--- src/rtl/cache_fill_arbiter.sv ---
// Shares one multicycle main memory between I-cache fills, D-cache fills and D-side
// write-through stores; each fill is a burst of word reads steered into the owning cache.
module cache_fill_arbiter #(
  parameter int unsigned BLOCK_WORDS = 8,
  parameter int unsigned ADDR_W      = 16
) (
  input  logic                           clk,
  input  logic                           rst,
  input  logic                           ic_miss,
  input  logic [ADDR_W-1:0]              ic_miss_addr,
  input  logic                           dc_miss,
  input  logic [ADDR_W-1:0]              dc_miss_addr,
  input  logic                           dc_wr_req,
  input  logic [ADDR_W-1:0]              dc_wr_addr,
  input  logic [15:0]                    dc_wr_data,
  output logic [ADDR_W-1:0]              mem_addr,
  output logic [15:0]                    mem_data_in,
  output logic                           mem_enable,
  output logic                           mem_wr,
  input  logic [15:0]                    mem_data_out,
  input  logic                           mem_data_valid,
  output logic                           fill_sel,
  output logic                           fill_data_we,
  output logic [$clog2(BLOCK_WORDS)-1:0] fill_word,
  output logic [15:0]                    fill_data,
  output logic                           fill_tag_we,
  output logic [ADDR_W-1:0]              fill_addr,
  output logic                           ic_fill_done,
  output logic                           dc_fill_done,
  output logic                           dc_wr_ack
);

  localparam int unsigned WordW = $clog2(BLOCK_WORDS);
  localparam logic [WordW:0]    NumWords = (WordW + 1)'(BLOCK_WORDS);
  localparam logic [WordW-1:0]  LastWord = WordW'(BLOCK_WORDS - 1);
  localparam logic [ADDR_W-1:0] OffMask  = ADDR_W'(2 * BLOCK_WORDS - 1);

  typedef enum logic [1:0] {StIdle, StWrite, StFill} state_e;

  state_e            state_q, state_d;
  logic [ADDR_W-1:0] wr_addr_q, wr_addr_d;
  logic [15:0]       wr_data_q, wr_data_d;
  logic [ADDR_W-1:0] fill_addr_q, fill_addr_d;
  logic              fill_sel_q, fill_sel_d;
  // Issue counter is one bit wider so it can sit at BLOCK_WORDS once the burst is out.
  logic [WordW:0]    iss_q, iss_d;
  logic [WordW-1:0]  ret_q, ret_d;
  logic              issuing;
  logic              last_word;

  assign issuing   = (state_q == StFill) && (iss_q < NumWords);
  assign last_word = (state_q == StFill) && mem_data_valid && (ret_q == LastWord);

  always_ff @(posedge clk or posedge rst) begin
    if (rst) begin
      state_q     <= StIdle;
      wr_addr_q   <= '0;
      wr_data_q   <= '0;
      fill_addr_q <= '0;
      fill_sel_q  <= 1'b0;
      iss_q       <= '0;
      ret_q       <= '0;
    end else begin
      state_q     <= state_d;
      wr_addr_q   <= wr_addr_d;
      wr_data_q   <= wr_data_d;
      fill_addr_q <= fill_addr_d;
      fill_sel_q  <= fill_sel_d;
      iss_q       <= iss_d;
      ret_q       <= ret_d;
    end
  end

  always_comb begin
    state_d     = state_q;
    wr_addr_d   = wr_addr_q;
    wr_data_d   = wr_data_q;
    fill_addr_d = fill_addr_q;
    fill_sel_d  = fill_sel_q;
    iss_d       = iss_q;
    ret_d       = ret_q;
    unique case (state_q)
      StIdle: begin
        // D-side requests belong to the older instruction, so they win.
        if (dc_wr_req) begin
          state_d   = StWrite;
          wr_addr_d = dc_wr_addr;
          wr_data_d = dc_wr_data;
        end else if (dc_miss) begin
          state_d     = StFill;
          fill_sel_d  = 1'b1;
          fill_addr_d = dc_miss_addr & ~OffMask;
          iss_d       = '0;
          ret_d       = '0;
        end else if (ic_miss) begin
          state_d     = StFill;
          fill_sel_d  = 1'b0;
          fill_addr_d = ic_miss_addr & ~OffMask;
          iss_d       = '0;
          ret_d       = '0;
        end
      end
      StWrite: state_d = StIdle;
      StFill: begin
        if (issuing) begin
          iss_d = iss_q + (WordW + 1)'(1);
        end
        if (mem_data_valid) begin
          ret_d = ret_q + WordW'(1);
        end
        if (last_word) begin
          state_d = StIdle;
          iss_d   = '0;
          ret_d   = '0;
        end
      end
      default: state_d = StIdle;
    endcase
  end

  always_comb begin
    mem_addr     = '0;
    mem_data_in  = '0;
    mem_enable   = 1'b0;
    mem_wr       = 1'b0;
    fill_data_we = 1'b0;
    fill_word    = '0;
    fill_data    = '0;
    fill_tag_we  = 1'b0;
    ic_fill_done = 1'b0;
    dc_fill_done = 1'b0;
    dc_wr_ack    = 1'b0;
    unique case (state_q)
      StWrite: begin
        mem_enable  = 1'b1;
        mem_wr      = 1'b1;
        mem_addr    = wr_addr_q;
        mem_data_in = wr_data_q;
        dc_wr_ack   = 1'b1;
      end
      StFill: begin
        if (issuing) begin
          mem_enable = 1'b1;
          mem_addr   = fill_addr_q + ADDR_W'({iss_q, 1'b0});
        end
        // Completion counts returned words only; memory latency is not tracked.
        if (mem_data_valid) begin
          fill_data_we = 1'b1;
          fill_word    = ret_q;
          fill_data    = mem_data_out;
        end
        if (last_word) begin
          fill_tag_we  = 1'b1;
          ic_fill_done = ~fill_sel_q;
          dc_fill_done = fill_sel_q;
        end
      end
      default: ;
    endcase
  end

  assign fill_sel  = fill_sel_q;
  assign fill_addr = fill_addr_q;

endmodule
--- config.mk ---
export PLATFORM = sky130hd
export DESIGN_NAME = cache_fill_arbiter
export DESIGN_NICKNAME = d
export VERILOG_FILES = /design/src/rtl/cache_fill_arbiter.sv
export SDC_FILE = /design/constraint.sdc
export NUM_CORES = 1
export LEC_CHECK = 0
export CAP_MARGIN = 20
export CORE_MARGIN = 1.5
export CORE_UTILIZATION = 40
export CTS_CLUSTER_DIAMETER = 200
export DETAILED_ROUTE_END_ITERATION = 7
export PLACE_DENSITY = 0.81
export SLEW_MARGIN = 20
export SYNTH_ARGS = -nofsm -noshare
export SYNTH_HDL_FRONTEND = slang
export SYNTH_SLANG_ARGS = --single-unit
export TNS_END_PERCENT = 100
--- constraint.sdc ---
create_clock -name clk -period 2.2 [get_ports clk]
set_input_delay 0.66 -clock clk [delete_from_list [all_inputs] [get_ports clk]]
set_output_delay 0.66 -clock clk [all_outputs]
set_load 0.02 [all_outputs]
==> impl_results.md <==
- Finish-stage setup viols: 45
- Initial Utilization: 0.416
- Die Footprint: 8160 um2
- Skew final: 4.64 ps
- Final Worst Setup Slack: -204 ps
- Critical path startpoint category: flop
- Max clock buf depth: 2
- Final period utilization: 1.09
- Vias per Instance: 5.08
- Most frequent cell after synthesis: dfrtp_1
- Design area: 5590 um2
- WL/cell: 16.6 um
- Mapped Area: 3050 um2
- GRT Residual Overflow: 0
- Slew Limit Fails: 0
- Yosys top cell by area: dfrtp_1
- H-tree depth: 2
- Peak supply drop: 0.000768 V
- Top cell type's share of synthesized area: 0.443
- CTS tree: done
- Placed cell count: 557
- EDFF count, synth: 0
- Yosys cell types: 41
- DR pass1 iterations: 4
- DP HPWL: 6.29 mm
- Largest net degree at the start of global routing: 55
- Layout cell share with drive strength beyond 1: 0.473
- Lkg Pwr: 2.48 nW
- GP Congestion: 0.795
- Post-CTS Hold Buffers: 0
- Antenna Nets Post-Route: 0
- Yosys warning count: 0
- Prevailing post-synth register cell: dfrtp_1
- Max-Cap Viols: 0
- Fillcell total: 491
- Tmin final: 2400 ps
- GRT Util Overall: 0.221
- DRC viols: 0
- Nets: 579
- WS Path Type: reg2out
- IO Count: 161
- RSZ-0062 raised after global routing: true
- Synth top area cells: dfrtp_1 (44%), mux2_2 (12%), and3_1 (4.5%)
- CTS root buf: clkbuf_8
- CTS Buf Count: 5
- Post-place instance area: 4900 um2
- Post-synth ARST share: 1.00
- Power Density: 1210 nW/um2
- Clock Latency Late Sink: 310 ps
- Register bit total from synthesis: 54
- Die width: 90.3 um
- Initial DRC count: 88
- Sequential share of the synthesized area: 0.443
- Inserted Diodes: 0
- Die Y: 90.3 um
- Initial antenna violation count: 0
- Synth cell count leaders: dfrtp_1 (54), mux2_2 (32), and3_1 (22)
- Failing checks: setup timing
- Clk slew on worst S/H paths: 100 ps
- Core box area: 7330 um2
- Fmax: 416 MHz
- Row count: 31
- Hold Crit Class: reg2reg
- Area delta synth->final: 83.2%
- CP arrival: 1740 ps
- Final hold vios: 0
- Clk sinks: 54
- First-pass GRT wire length: 14.6 mm
- Vias in the first global route: 3,006
- Vias: 2,973
- Cells after Synth: 289
- Worst-path fanout max: 3
- Routed WL: 9.74 mm
- Status: complete, but fails checks
- IO Port Bufs: 148
- Mean Syn Cell Area: 10.6 um2
- Required time of the worst setup path: 1540 ps
- Non-filler instance count after layout: 585
- Crit end category: primary output
==> critical path: stages, from the launching register on <==
cell and delay [ps]:
dfrtp_1 430, ha_4 180, ha_4 160, nand3_2 100, nor2_2 150, xnor2_1 90, o21ai_1 150, buf_4 170
==> placed cells by master (no fill, tap or decap), drive strengths merged <==
cell,synthesis,routed
nand4,2,2
bufinv,0,1
clkinvlp,0,1
ha,8,8
a41oi,1,1
o22ai,2,2
a21boi,2,2
clkbuf,8,7
dlygate4sd2,0,2
and3,22,22
buf,13,113
mux2i,12,12
nand2b,1,1
clkdlybuf4s15,0,1
o21ai,12,12
o21a,1,1
inv,5,5
nor3,3,3
xor2,4,4
clkdlybuf4s50,0,87
nand2,18,19
dfrtp,54,54
mux2,33,33
and2,19,20
nor2b,11,11
and3b,1,1
conb,1,4
nand3,5,5
a32o,4,4
xnor2,6,6
a22o,2,2
a21oi,14,14
a22oi,6,6
nor2,19,19
dlymetal6s2s,0,1
==> flip-flops by register name, indices dropped and copies added (netlist names) <==
name,count
iss_q,4
wr_addr_q,16
wr_data_q,16
state_q,2
ret_q,3
fill_addr,12
fill_sel,1
==> path summary, 6_finish.rpt <==
path                            cells past startpoint                        end                startpoint  slack [ps]
worst max register to register                     12       iss_q[0]$_DFFE_PP0P_    state_q[1]$_DFFE_PP0P_          90
max in group asynchronous                           3   fill_addr[6]$_DFFE_PP0P_                       rst        1240
min in group asynchronous                           3  wr_data_q[14]$_DFFE_PP0P_                       rst         700
worst max-delay path                                7               mem_addr[12]  fill_addr[4]$_DFFE_PP0P_        -200
worst min register to register                      1   wr_data_q[6]$_DFFE_PP0P_  wr_data_q[6]$_DFFE_PP0P_         500
worst min-delay path                                1   wr_data_q[6]$_DFFE_PP0P_  wr_data_q[6]$_DFFE_PP0P_         500
==> cells by family (layout without fill, tap and decap cells) <==
logic type	after synthesis	in the layout	share of synthesized area
other	1	4	0.00123
multiplexers	45	45	0.162
buffers and inverters	26	218	0.0459
adder cells (fa/ha/maj)	8	8	0.0328
AND/OR/NAND/NOR	101	103	0.190
flip-flops	54	54	0.443
XOR/XNOR	10	10	0.0287
AO/OA/AOI/OAI	44	44	0.0964
==> stage by stage <==
step / TNS (ps) / worst slack [ps] / hold WS, ps / utilization / power (W)
5_1_grt: -7330 / -270 / 518 / 0.763 / 0.00711
2_1_floorplan: -212 / -60.4 / 470 / - / 0.00357
3_5_place_dp: -20290 / -590 / 484 / 0.669 / 0.00520
3_3_place_gp: -19560 / -568 / 478 / 0.669 / 0.00511
4_1_cts: -3320 / -189 / 508 / 0.725 / 0.00636
6_report: -5130 / -204 / 503 / 0.763 / 0.00675
==> routing by layer <==
metal  vias to the layer above  GRT usage  share of wire
li1                       1398          -              -
met1                      1442      0.245           0.39
met2                       115      0.419           0.54
met3                        18     0.0488          0.049
met4                         0     0.0648          0.020
met5                         -          0              0
==> final cells by class <==
class                           instances  area (um2)  share of cell area
Sequential cell                        54        1350               0.242
Clock buffer                            6        72.6              0.0130
Tap cell                               99         124              0.0222
Timing Repair Buffer                  205        2080               0.372
Clock inverter                          2        37.5             0.00671
Multi-Input combinational cell        214        1900               0.340
Inverter                                5        21.3             0.00380
==> where the power goes <==
part           switching [W]  total (W)  internal, W
registers           0.000324    0.00178      0.00145
clock network       0.000335   0.000675     0.000340
logic                0.00196    0.00430      0.00234
total                0.00262    0.00675      0.00413
==> timing repair <==
item | CTS | global route
setup endpoints to repair | 58 | 51
setup buffers | 2 | 13
pin swaps | 10 | 20
gates cloned | 6 | 3
gates resized for setup | 366 | 59
(Power assumes the default switching activity.)
